--- src/rtl/ssd_pkg.sv ---
// ---------------------------------------------------------------------------
// ssd_pkg
// Shared definitions for the seven-segment scan driver slice.
//   - conv_state_e : converter FSM states (IDLE, SHIFT, COMMIT)
//   - BCD_SHIFTS   : number of double-dabble shifts per conversion
//   - SEG_0..SEG_9 : active-low cathode patterns {g,f,e,d,c,b,a}
//   - SEG_BLANK    : all segments off
//   - ANODE_OFF    : all digits disabled (anodes are active-low)
//   - segDecode    : nibble to cathode pattern
//   - dabbleAdjust : add-3 correction applied to every BCD nibble >= 5
// ---------------------------------------------------------------------------
package ssd_pkg;

    typedef enum logic [1:0] {
        IDLE   = 2'd0,
        SHIFT  = 2'd1,
        COMMIT = 2'd2
    } conv_state_e;

    localparam int BCD_SHIFTS = 13;
    localparam int SR_W       = 16 + BCD_SHIFTS;

    localparam logic [6:0] SEG_0     = 7'b1000000;
    localparam logic [6:0] SEG_1     = 7'b1111001;
    localparam logic [6:0] SEG_2     = 7'b0100100;
    localparam logic [6:0] SEG_3     = 7'b0110000;
    localparam logic [6:0] SEG_4     = 7'b0011001;
    localparam logic [6:0] SEG_5     = 7'b0010010;
    localparam logic [6:0] SEG_6     = 7'b0000010;
    localparam logic [6:0] SEG_7     = 7'b1111000;
    localparam logic [6:0] SEG_8     = 7'b0000000;
    localparam logic [6:0] SEG_9     = 7'b0010000;
    localparam logic [6:0] SEG_BLANK = 7'b1111111;

    localparam logic [3:0] ANODE_OFF = 4'b1111;

    // Nibbles above 9 cannot come out of the converter; they fall back to
    // a dark digit rather than some random pattern.
    function automatic logic [6:0] segDecode(input logic [3:0] nibble);
        logic [6:0] seg;
        case (nibble)
            4'd0:    seg = SEG_0;
            4'd1:    seg = SEG_1;
            4'd2:    seg = SEG_2;
            4'd3:    seg = SEG_3;
            4'd4:    seg = SEG_4;
            4'd5:    seg = SEG_5;
            4'd6:    seg = SEG_6;
            4'd7:    seg = SEG_7;
            4'd8:    seg = SEG_8;
            4'd9:    seg = SEG_9;
            default: seg = SEG_BLANK;
        endcase
        return seg;
    endfunction

    // The BCD nibbles live in sr[28:13]; the binary bits below them are
    // left alone. A nibble of at most 9 plus 3 never overflows 4 bits.
    function automatic logic [SR_W-1:0] dabbleAdjust(input logic [SR_W-1:0] sr);
        logic [SR_W-1:0] adjusted;
        adjusted = sr;
        for (int i = 0; i < 4; i++) begin
            if (adjusted[BCD_SHIFTS + 4*i +: 4] >= 4'd5) begin
                adjusted[BCD_SHIFTS + 4*i +: 4] = adjusted[BCD_SHIFTS + 4*i +: 4] + 4'd3;
            end
        end
        return adjusted;
    endfunction

endpackage

--- src/rtl/ssd_bin2bcd.sv ---
// ---------------------------------------------------------------------------
// ssd_bin2bcd
// Sequential double-dabble converter. A new conversion starts whenever the
// input differs from the last value captured; the result is committed only
// when all 13 shifts have completed.
// Ports:
//   clk   : system clock
//   rst   : asynchronous active-high reset
//   value : binary number, VALUE_W bits (1..13)
//   busy  : high from the capture edge until the commit edge
//   bcd   : last committed 4-digit BCD result, [3:0] = ones
// ---------------------------------------------------------------------------
module ssd_bin2bcd
    import ssd_pkg::*;
#(
    parameter int VALUE_W = 13
) (
    input  logic               clk,
    input  logic               rst,
    input  logic [VALUE_W-1:0] value,
    output logic               busy,
    output logic [15:0]        bcd
);

    localparam logic [3:0] LAST_SHIFT = 4'(BCD_SHIFTS - 1);

    conv_state_e        state_q;
    logic [VALUE_W-1:0] lastValue_q;
    logic [SR_W-1:0]    sr_q;
    logic [3:0]         bitCnt_q;
    logic               busy_q;
    logic [15:0]        bcd_q;

    logic [BCD_SHIFTS-1:0] valueExt;
    logic [SR_W-1:0]       srShift_d;

    // Narrower inputs are zero-extended so the shift count stays fixed at 13
    // regardless of VALUE_W.
    assign valueExt  = BCD_SHIFTS'(value);
    assign srShift_d = dabbleAdjust(sr_q) << 1;

    // Converter FSM. Input changes while SHIFT/COMMIT are running are not
    // lost: the next IDLE cycle compares against lastValue_q and restarts.
    // busy and bcd are registered here so they never glitch.
    always_ff @(posedge clk or posedge rst) begin
        if (rst) begin
            state_q     <= IDLE;
            lastValue_q <= '0;
            sr_q        <= '0;
            bitCnt_q    <= '0;
            busy_q      <= 1'b0;
            bcd_q       <= '0;
        end else begin
            case (state_q)
                IDLE: begin
                    if (value != lastValue_q) begin
                        lastValue_q <= value;
                        sr_q        <= {16'b0, valueExt};
                        bitCnt_q    <= '0;
                        busy_q      <= 1'b1;
                        state_q     <= SHIFT;
                    end
                end
                SHIFT: begin
                    sr_q     <= srShift_d;
                    bitCnt_q <= bitCnt_q + 4'd1;
                    if (bitCnt_q == LAST_SHIFT) begin
                        state_q <= COMMIT;
                    end
                end
                COMMIT: begin
                    bcd_q   <= sr_q[SR_W-1:BCD_SHIFTS];
                    busy_q  <= 1'b0;
                    state_q <= IDLE;
                end
                default: begin
                    busy_q  <= 1'b0;
                    state_q <= IDLE;
                end
            endcase
        end
    end

    assign busy = busy_q;
    assign bcd  = bcd_q;

endmodule

--- src/rtl/ssd_scan_driver.sv ---
// ---------------------------------------------------------------------------
// ssd_scan_driver
// Display endpoint for the core's 13-bit debug value: converts it to BCD and
// time-multiplexes the four digits onto a common-anode seven-segment display.
// Ports:
//   clk     : system clock
//   rst     : asynchronous active-high reset
//   value   : binary number to display, may change at any cycle
//   busy    : conversion in progress
//   bcd     : last committed BCD result, [3:0] ones .. [15:12] thousands
//   anode   : active-low one-hot digit enable, bit0 = ones digit
//   cathode : active-low segments {g,f,e,d,c,b,a}
// Build option:
//   SSD_LEADING_ZERO_BLANK_EN : when defined, leading zero digits are dark
//                               (the ones digit is always lit).
// ---------------------------------------------------------------------------
module ssd_scan_driver
    import ssd_pkg::*;
#(
    parameter int VALUE_W         = 13,
    parameter int TICKS_PER_DIGIT = 100000
) (
    input  logic               clk,
    input  logic               rst,
    input  logic [VALUE_W-1:0] value,
    output logic               busy,
    output logic [15:0]        bcd,
    output logic [3:0]         anode,
    output logic [6:0]         cathode
);

    localparam int              TICK_W    = $clog2(TICKS_PER_DIGIT);
    localparam logic [TICK_W-1:0] TICK_LAST = TICK_W'(TICKS_PER_DIGIT - 1);

    logic [15:0]       bcdValue;
    logic [TICK_W-1:0] tickCnt_q;
    logic [1:0]        digitIdx_q;
    logic [3:0]        anode_q;
    logic [6:0]        cathode_q;
    logic [3:0]        nibble;
    logic [3:0]        blankMask;

    ssd_bin2bcd #(
        .VALUE_W (VALUE_W)
    ) u_bin2bcd (
        .clk   (clk),
        .rst   (rst),
        .value (value),
        .busy  (busy),
        .bcd   (bcdValue)
    );

    assign nibble = bcdValue[{digitIdx_q, 2'b00} +: 4];

    // Marks digits that should stay dark. With blanking enabled a digit is
    // dark when it and every digit to its left are zero; the ones digit is
    // never blanked so a value of 0 still shows "0".
    always_comb begin
        blankMask = 4'b0000;
`ifdef SSD_LEADING_ZERO_BLANK_EN
        blankMask[3] = (bcdValue[15:12] == 4'd0);
        blankMask[2] = blankMask[3] && (bcdValue[11:8] == 4'd0);
        blankMask[1] = blankMask[2] && (bcdValue[7:4] == 4'd0);
`endif
    end

    // Digit scanner, free-running and independent of the converter. The
    // digit index wraps 3 -> 0 naturally through its 2-bit width.
    always_ff @(posedge clk or posedge rst) begin
        if (rst) begin
            tickCnt_q  <= '0;
            digitIdx_q <= '0;
        end else if (tickCnt_q == TICK_LAST) begin
            tickCnt_q  <= '0;
            digitIdx_q <= digitIdx_q + 2'd1;
        end else begin
            tickCnt_q <= tickCnt_q + TICK_W'(1);
        end
    end

    // Registered pin drivers, one cycle behind the digit index. A freshly
    // committed bcd therefore only reaches the pins on a register update,
    // never mid-cycle.
    always_ff @(posedge clk or posedge rst) begin
        if (rst) begin
            anode_q   <= ANODE_OFF;
            cathode_q <= SEG_BLANK;
        end else begin
            anode_q   <= ~(4'b0001 << digitIdx_q);
            cathode_q <= blankMask[digitIdx_q] ? SEG_BLANK : segDecode(nibble);
        end
    end

    assign bcd     = bcdValue;
    assign anode   = anode_q;
    assign cathode = cathode_q;

endmodule

--- config.mk ---
export PLATFORM = sky130hd
export DESIGN_NAME = ssd_scan_driver
export DESIGN_NICKNAME = d
export VERILOG_FILES = /design/src/rtl/ssd_pkg.sv /design/src/rtl/ssd_bin2bcd.sv /design/src/rtl/ssd_scan_driver.sv
export SDC_FILE = /design/constraint.sdc
export NUM_CORES = 1
export LEC_CHECK = 0
export CAP_MARGIN = 20
export CORE_MARGIN = 4
export CORE_UTILIZATION = 30
export CTS_BUF_LIST = sky130_fd_sc_hd__clkbuf_16
export DETAILED_ROUTE_END_ITERATION = 10
export HOLD_SLACK_MARGIN = 0.08
export PLACE_DENSITY = 0.47
export SYNTH_ARGS = -nofsm -noshare
export SYNTH_HDL_FRONTEND = slang
export SYNTH_HIERARCHICAL = 1
export SYNTH_SLANG_ARGS = --single-unit
--- constraint.sdc ---
create_clock -name clk -period 2.25 [get_ports clk]
set_input_delay 0.225 -clock clk [delete_from_list [all_inputs] [get_ports clk]]
set_output_delay 0.225 -clock clk [all_outputs]
set_load 0.005 [all_outputs]
* Word-level counts from Yosys, hierarchy flattened
Memories as Yosys holds them, arrays and structs flattened. A register that Yosys moved wholly into a read port is not among the register bits. Index checks and enable logic that the tools add are counted.
Cells by class: bitwise operators 2, shift-type cells 2, reduce and logical (&&, ||, !) cells 6, muxes and demuxes 14, add/sub/neg operators 7, eq/ne operators 7, order comparisons 4
Operators by type and width (number):
- 29-bit one-hot mux with 2 select lines | 1
- 29-bit 2-to-1 mux | 1
- 17-bit by 1-bit adder with 17-bit output (second input constant) | 1
- 17-bit equality test (second input constant) | 1
- 17-bit 2-to-1 mux | 1
- 4-bit by 3-bit >= comparator with 1-bit output (second input constant) | 4
- 4-bit 2-to-1 mux | 4
- 16-bit by 5-bit indexed part select with 4-bit output | 1
- 13-bit != test | 1
- 4-bit by 2-bit adder with 4-bit output (second input constant) | 3
- 4-bit one-hot mux with 2 select lines | 1
- 2-bit AND reduction | 4
- 4-bit by 1-bit adder with 4-bit output (second input constant) | 1
- 4-bit equality test (second input constant) | 1
- 2-bit 2-to-1 mux | 2
- 2-bit by 1-bit != test with 1-bit output (second input constant) | 2
- 4-bit inverter | 1
- 2-bit one-hot mux with 2 select lines | 1
- 1-bit by 2-bit left shift with 4-bit output (first input constant) | 1
- 3-bit by 2-bit adder with 3-bit output (second input constant) | 1
- 3-bit 2-to-1 mux | 1
- 2-bit by 1-bit adder with 2-bit output (second input constant) | 1
- 2-bit by 1-bit equality test with 1-bit output (second input constant) | 1
- 2-bit equality test (second input constant) | 1
- 5 further kinds | 5
Word-level totals: register bits after elaboration 88, memories 1, input port bits 15, bits in read-only memories 112
Memories:
- (name not given) | depth 16, width 7, rd ports 1, clocked after Yosys merged registers in 1, wr ports 0, RTL line ssd_pkg.sv:41 | case (nibble)

* Depth between registers and ports, before layout
Gate-level depths: netlist of the first run.
depth in word-level cells 3, mapped depth 7, gate-level depth less buffers 7

* Modules after synthesis
The synthesis of the first run kept the hierarchy.
Modules (own cells, without submodules):
- ssd_bin2bcd | cells an instance 272, area an instance 3129.3 µm², times used 1
- ssd_scan_driver | cells an instance 139, area an instance 1556.5 µm², times used 1

* Worst setup path after synthesis of the first run
OpenSTA, ideal clock, no wires.
kind register to register, start reg digitIdx_q[0], end reg cathode_q[0] (netlist: cathode[0]), required time 2.172 ns, arrival time 1.713 ns, setup slack 0.459 ns, stages on the path, launching flop included 7, clock period less this slack 1.791 ns, buffers on the path 1, cells stage by stage dfrtp_1 buf_6 mux4_1 ha_1 or2_0 a21oi_2 nor2_1
On the way: word-level cells in the longest chain between the ends 1
RTL lines:
- from (decl) | RTL line ssd_scan_driver.sv:37 | logic [1:0] digitIdx_q;
- from (signal assigned) | RTL line ssd_scan_driver.sv:75 | digitIdx_q <= digitIdx_q + 2'd1;
- 16-bit by 5-bit indexed part select with 4-bit output | RTL line ssd_scan_driver.sv:53 | assign nibble = bcdValue[{digitIdx_q, 2'b00} +: 4];
- to (decl) | RTL line ssd_scan_driver.sv:39 | logic [6:0] cathode_q;
No other way between the ends. A chain may end at the register's enable or synchronous reset.

* Worst setup path in the final report of the first run
start reg digitIdx_q[0], end reg cathode_q[3] (netlist: cathode[3])
The elaborated chain is that of the path after synthesis.

==> summary by stage, run 1 <==
STA
Based on the critical path, the design can be clocked at up to 534.9 MHz. After layout, the worst setup slack is approximately 0.38 ns. The final number of max-transition violations is 0. For the pin with the worst max-slew slack, the measured transition is around 0.61 ns. After layout, the worst path uses 83.08% of the clock period. Setup repair after global routing left no endpoint under its margin. Adding up every negative setup slack in the final design gives 0 ns.

The hold violation total from the final report came to 0. Between clock sinks in the finished design, the worst skew comes to 0.01149 ns. The final number of setup-violating endpoints is 0.

The remaining max-slew budget at the tightest pin is 59.28%. The minimum clock period after layout is 1.869 ns. The final hold slack is 0.3064 ns.

Logic synthesis
During synthesis, Yosys emitted a total of 6 warnings. Of all cell types, the one taking the most synthesized area is sky130_fd_sc_hd__dfrtp_1. The sequential element share of the synthesized area is roughly half.

The synthesized instance count is between 400 and 500. The most used flip-flop cell after synthesis is sky130_fd_sc_hd__dfrtp_1. Of all flip-flops after synthesis, the portion carrying an async set or reset was 100.0%. By area the synthesized netlist is led by sky130_fd_sc_hd__dfrtp_1 (45%), sky130_fd_sc_hd__dfstp_2 (6.2%), sky130_fd_sc_hd__ha_1 (5.3%), sky130_fd_sc_hd__xnor2_1 (4.5%), sky130_fd_sc_hd__mux2_4 (3.5%). The share of synthesized area in the top cell type comes to between 40% and 50%. In this run, synthesis inferred 0 flip-flops with an integrated enable.

The post-synthesis average cell area is ~11 um^2. The number of synthesized register bits is 95. The post-synthesis instance area is 4686 um^2. The number of nets in the synthesized netlist is 446. Yosys mapped the design onto 50 distinct sky130hd cell types.

GRT
The via count of the first global-routing pass is 3256. The initial antenna violation count is 0. Entering global routing, the biggest net connects 30 pins. Global routing used 11.89% of the available tracks. For this run the aggregate overflow at the end of global routing stands at 0. The first global-routing pass estimated 16920 um of wire.

Outcome
The run finished with clean final reports.

CTS
Once the clock tree was built, the resizer swapped 0 gates to a different size. The clock tree from TritonCTS is yes. The deepest clock path buffer count is 2. Clock-pin slew was measured on the worst setup and hold paths at around 0.070 ns. Clock tree synthesis found a total of 95 sinks. The number of buffers created by CTS is 9.

The insertion delay of the later-clocked pin in the worst-skew pair is approximately 0.35 ns. Hold repair after CTS inserted 0 buffers. The library cell used as clock root buffer is sky130_fd_sc_hd__clkbuf_16. The post-CTS setup-driven buffer insertion count is 0. The H-tree was split into 3 levels.

Worst setup path
Walking the worst path, the cells encountered are mux4_1 -> inv_1 -> ha_1 -> or2_0 -> a21oi_2 -> a21oi_1. For flop-to-flop paths, the worst setup slack is 0.38 ns. In this run the worst path has a maximum fanout of 6.

The biggest cell delay along the critical path is 0.73 ns. The endpoint type of the worst setup path is a flop. The number of buffers and inverters on the critical path is 1. The beginning of the worst register-to-register path is digitIdx_q[0].

The data arrival time at the worst-slack endpoint is 2.15 ns. The startpoint kind of the worst setup timing path is a flop. For the worst flop-to-flop path, the logic depth is 6.

The worst setup path is of the reg -> reg kind. For the worst setup path, the data required time is 2.53 ns. The top cell family by delay on the critical path is multiplexers. The slowest stage of the critical path belongs to the cell sky130_fd_sc_hd__mux4_1.

In this run the critical register-to-register path is captured at cathode[3].

Route
The via-per-instance ratio is around 4.6. The detailed router's first-iteration violation count is 176. After detailed routing, the total wire length is 9620 um. The count of TritonRoute iterations in the first routing pass is 4. The routed wire length per instance is 14.06 um. For this run, design rule violations remaining after detail routing come to 0.

The count of antenna-violating nets left after detailed routing is 0. The total number of vias is approximately 3.1k.

Pwr
The switching share of power is ~33%. Internal power comes to 4.610 mW. The clock group share of total power is 20.1%. Combinational logic is responsible for 39.5% of the overall power. The total net switching power is 2.306 mW.

Sequential cells burn 40.4% of the power. The static leakage is 2.547 nW. The largest vdd supply drop is 0.4521 mV. For this design the ratio of total power to cell area is 1203 nW/um^2.

Place
The number of port buffers is 42. Before CTS, the worst setup slack after placement is 0.09798 ns. The HPWL after detailed placement is between 6000 and 7000 um. The total instance count after detailed placement is around 670. The final weighted congestion in routability-driven placement is ~0.74.

Layout
The share of layout cells above drive strength 1 is between 10% and 20%. The total number of nets in the final design is 503. The utilization after layout is 37.69%.

0 antenna diodes ended up in the layout. In the layout the commonest cells are sky130_fd_sc_hd__dfrtp_1 (84), sky130_fd_sc_hd__clkdlybuf4s50_1 (42), sky130_fd_sc_hd__nand2_1 (30). The number of non-filler instances in the completed layout is 684. The library cell used most frequently in the layout, excluding fill and tap cells, is sky130_fd_sc_hd__dfrtp_1. Compared with the post-synthesis result, the final layout area differs by 22.72%.

Die
After floorplanning, the core was sized to cover 15260 um^2. 43 I/O pins were placed. In this run the vertical extent of the chip is approximately 130 um. The floorplan has 45 rows. The initial cell density of the core is 30.71%. The die is 133.0 um wide. The die covers 17680 um^2.

Hold path
In this run the worst hold path is classified as in -> async.

Run
The max-capacitance violation count is 0.
worst max path at each step:
| stage | from | end | slack (ns) | cells past startpoint |
|---|---|---|---|---|
| final | digitIdx_q[0] | cathode[3] | 0.38 | 6 |
| after global routing | digitIdx_q[0] | cathode[3] | 0.18 | 6 |
| after CTS | digitIdx_q[0] | cathode[3] | 0.36 | 6 |
| after detailed placement | value[8] | u_bin2bcd/sr_q[8] | 0.1 | 7 |
| after global placement | value[8] | u_bin2bcd/lastValue_q[2] | 0.12 | 7 |
| after floorplan | rst | u_bin2bcd/bcd[0] | 0.40 | 1 |
cell type report:
cell class,count,area (um^2)
fill,1514,9508
sequential,95,2391
multi-input combinational,276,2105
timing repair buffer,62,633.1
tap,211,264.0
clock buffer,9,225.2
inverter,24,90.09
clock inverter,7,42.54
cells in the mapped netlist, drive strengths merged (9+ instances only):
library cell	instances
nand2	30
mux2	22
dfrtp	84
o21ai	22
ha	20
xnor2	24
a21oi	20
dfstp	11
clkbuf	9
and3	9
nor2	28
inv	24
a22o	15
cells by family (layout without fill, tap and decap cells):
group,Yosys count,after routing,share of synthesized area (%)
muxes,27,27,8.465
buffers and inverters,40,102,4.192
adders and majority gates,20,20,5.340
and+or+nand+nor,112,112,12.58
AOI/OAI and AO/OA,85,85,12.42
xor gates and xnor gates,32,32,5.981
DFF,95,95,51.03
flip-flops by register name, summed over array words and instances (netlist names):
signal and flops:
u_bin2bcd/bcd 16, digitIdx_q 2, u_bin2bcd/busy 1, cathode 7
anode 4, u_bin2bcd/lastValue_q 13, u_bin2bcd/bitCnt_q 4, tickCnt_q 17
u_bin2bcd/sr_q 29, u_bin2bcd/state_q 2
metrics by stage:
| stage | area (um^2) | total power, mW |
|---|---|---|
| after floorplan | 4686 | 4.656 |
| after global placement | 5483 | 5.537 |
| after detailed placement | 5483 | 5.585 |
| after CTS | 5751 | 7.029 |
| after global routing | 5751 | 7.490 |
| final | 5751 | 6.916 |
power by group through the flow:
stage	Combinational (mW)	Clock [mW]	Sequential, mW
finish	2.73	1.39	2.79
global route	3.07	1.53	2.89
CTS	2.77	1.46	2.80
detailed placement	2.76	0	2.83
global placement	2.71	0	2.83
floorplan	1.95	0	2.71
routing by layer:
layer / GRT usage, % / vias up / wire length [um]
li1: - / 1556 / -
met4: 2.945 / 0 / 60
met3: 4.297 / 7 / 416
met5: 0 / - / 0
met1: 16.12 / 1516 / 4718
met2: 18.14 / 49 / 4424
Power figures use the tool's default switching activity.
==> run 2: changes to the inputs <==
--- a/config.mk
+++ b/config.mk
@@ -11,7 +11,7 @@
 export CTS_BUF_LIST = sky130_fd_sc_hd__clkbuf_16
 export DETAILED_ROUTE_END_ITERATION = 10
 export HOLD_SLACK_MARGIN = 0.08
-export PLACE_DENSITY = 0.47
+export PLACE_DENSITY = 0.49
 export SYNTH_ARGS = -nofsm -noshare
 export SYNTH_HDL_FRONTEND = slang
 export SYNTH_HIERARCHICAL = 1
==> constraint.sdc (replaced) <==
create_clock -name clk -period 1.55 [get_ports clk]
set_input_delay 0.155 -clock clk [delete_from_list [all_inputs] [get_ports clk]]
set_output_delay 0.155 -clock clk [all_outputs]
set_load 0.005 [all_outputs]
==> run 2 against run 1 <==
Against the previous run:
- the flow now finishes with violations (negative setup slack)
- die area unchanged
- global-route usage is 0.62 points higher
- sequential power increased by 45%
- combinational power up 92%
- clock skew down 0.0059 ns
- non-clock buffer count increased by 67
- critical path type unchanged
- critical endpoint is now u_bin2bcd/lastValue_q[5]
==> summary by stage, run 2 (synthesis gave the netlist of run 1 again) <==
Die
The die is 133.0 um tall. The initial cell density of the core is 30.71%. The total core area is around 15000 um^2. The die is 133.0 um wide. The top-level I/O count is 43. The cell row count is 45. The die covers 17680 um^2.

CTS
Counting the buffers created by CTS gives 9. The tree is rooted in a sky130_fd_sc_hd__clkbuf_16. The insertion delay of the later-clocked pin in the worst-skew pair is 0.35 ns.

The clock passes through at most 2 buffers. CTS built an H-tree with a depth of 3. After clock tree synthesis, the clock-pin slew on the worst setup and hold paths is 0.06 ns.

TritonCTS built the clock tree. CTS saw 95 sinks.

Route
Dividing the detail-routed via count by the number of cells gives 4.625. Dividing the detail-routed wire length by the instance count gives 14.23 um. In the routed design, unresolved DRC markers number 0. The detailed router finished its first iteration with 140 violations. The count of nets left with antenna violations once routing finished came out at 0.

Before antenna repair, the detailed router went through 4 iterations. The final routed wirelength across all metal layers is 10670 um. For this block, the via count after detailed routing is 3469.

STA
Dividing the final minimum period by the clock period gives 117.3%. Setup repair after global routing could not meet its margin everywhere. The final number of setup-violating endpoints is 55. The transition time of the tightest slew-check pin is 0.4016 ns. The hold violation total from the final report is 0. Across all hold checks on the routed design, the worst slack comes to 0.2263 ns. Between clock sinks in the finished design, the worst skew comes to 0.005592 ns. After layout, the worst setup slack is -0.2682 ns. The final number of max-transition violations came to 0. The minimum clock period after layout is 1.818 ns. Measured against its own limit, the worst slew margin works out to 73.16%. Derived from the worst setup path, the maximum achievable clock frequency is 550.0 MHz.

Layout
The largest register by flop count is u_bin2bcd/sr_q. The total number of nets in the final design is 570. In the layout the commonest cells are sky130_fd_sc_hd__dfrtp_1 (82), sky130_fd_sc_hd__buf_4 (66), sky130_fd_sc_hd__clkdlybuf4s50_1 (38). The share of layout cells above drive strength 1 is 33.58%.

The library cell used most frequently in the layout, excluding fill and tap cells, is sky130_fd_sc_hd__dfrtp_1. The repair_antennas step left the layout with diodes totalling 0. Once layout is complete, the utilization of the core stands at 42.80%. The area added between synthesis and finish is 39.36%. The register with the most flip-flops in the layout has 29 of them.

GRT
The via count of the first global-routing pass is roughly 3.6k. Entering global routing, the biggest net connects between 60 and 70 pins. The initial antenna violation count is 0. The total congestion overflow is 0. Global routing consumed, over all layers together, 12.51% of the routing resources. The wire length of the first global-routing pass is 17800 um.

Place
Input and output buffers added on the ports amount to 42. The final weighted congestion in routability-driven placement is 0.7638. The HPWL after detailed placement is around 7500 um.

Worst setup path
The biggest cell delay along the critical path is 0.40 ns. STA classifies the critical path startpoint as a flop. The required time at the worst-slack endpoint is 1.78 ns. On the critical path the largest part of the delay comes from simple AND/OR/NAND/NOR gates. Traced cell by cell, the critical path runs through xnor2_1 -> nand4_1 -> nor4_4 -> nor3_4 -> buf_6 -> buf_4 -> mux2_4. The worst setup path is of the reg -> reg kind. The data arrival time at the worst-slack endpoint is 2.05 ns. The critical path contains buffers and inverters numbering 2 combined. The endpoint type of the worst setup path is a flop. For this design, the slowest cell found on the critical path is sky130_fd_sc_hd__dfrtp_1. In this run the worst path has a maximum fanout of 4.

Outcome
The flow ran to the end, but the final reports show violations. The checks that failed: negative setup slack.

Pwr
For this design the ratio of total power to cell area is 1731 nW/um^2. The static leakage is 2.991 nW. The worst-case IR drop observed on VDD is roughly 0.56 mV.

Hold path
The worst min-delay path category is in -> async.

Run
The max-capacitance violation count is 0.
==> run 2: final timing paths <==
check	start	end	slack, ns	cells after the start
worst max-delay path	u_bin2bcd/lastValue_q[4]	u_bin2bcd/lastValue_q[5]	-0.27	7
worst min-delay path	rst	digitIdx_q[1]	0.23	3
max in group asynchronous	rst	u_bin2bcd/bcd[5]	0.96	3
min in group clk	u_bin2bcd/busy	u_bin2bcd/busy	0.50	1
worst max register to register	u_bin2bcd/lastValue_q[4]	u_bin2bcd/lastValue_q[5]	-0.27	7
worst min register to register	u_bin2bcd/busy	u_bin2bcd/busy	0.50	1
==> run 2: metrics by stage <==
| step | setup WS (ns) | instance area, um^2 | total power [mW] | instances | TNS, ns |
|---|---|---|---|---|---|
| 2_1_floorplan | -0.2238 | 4772 | 6.953 | 411 | -6.906 |
| 3_3_place_gp | -0.5971 | 5939 | 8.746 | 720 | -25.93 |
| 3_5_place_dp | -0.6107 | 5939 | 8.852 | 720 | -26.05 |
| 4_1_cts | -0.2764 | 6366 | 11.25 | 744 | -12.02 |
| 5_1_grt | -0.3331 | 6530 | 12.13 | 750 | -14.81 |
| 6_report | -0.2682 | 6530 | 11.30 | 750 | -10.75 |
==> run 2: report_power, final <==
part           switching, mW  leakage [nW]  internal [mW]  total [mW]
Clock                  0.949         0.125           1.07        2.02
Combinational           2.16          1.69           3.07        5.23
Sequential             0.681          1.18           3.37        4.05
==> run 2: area by class of cell <==
type                    instances  area (um^2)
clock buffers                   9        225.2
clock inverters                 6        37.54
fillers                      1430         8728
inverters                      24        96.34
multi-input cells             276         2288
flip-flops and latches         95         2394
well taps                     211        264.0
repair buffers                129         1225
==> run 2: what timing repair did <==
item,in CTS,in global routing
hold buffers,0,0
pin swaps,11,19
endpoints found under the setup margin,56,67
cloned,0,3
gates resized for setup,23,22
buffers inserted,10,4
==> run 2: worst reg2reg max path: stages, from the launching register on <==
cell	delay (ns)
sky130_fd_sc_hd__dfrtp_1	0.40
sky130_fd_sc_hd__xnor2_1	0.18
sky130_fd_sc_hd__nand4_1	0.17
sky130_fd_sc_hd__nor4_4	0.31
sky130_fd_sc_hd__nor3_4	0.08
sky130_fd_sc_hd__buf_6	0.14
sky130_fd_sc_hd__buf_4	0.13
sky130_fd_sc_hd__mux2_4	0.29
==> run 2: per-layer routing <==
layer  track usage, %  vias to the layer above  part of all wire (%)
li1                 -                     1699                     -
met1            16.10                     1694                    46
met2            20.34                       60                    49
met3            3.346                       16                   3.4
met4            4.388                        0                   1.7
met5                0                        -                     0
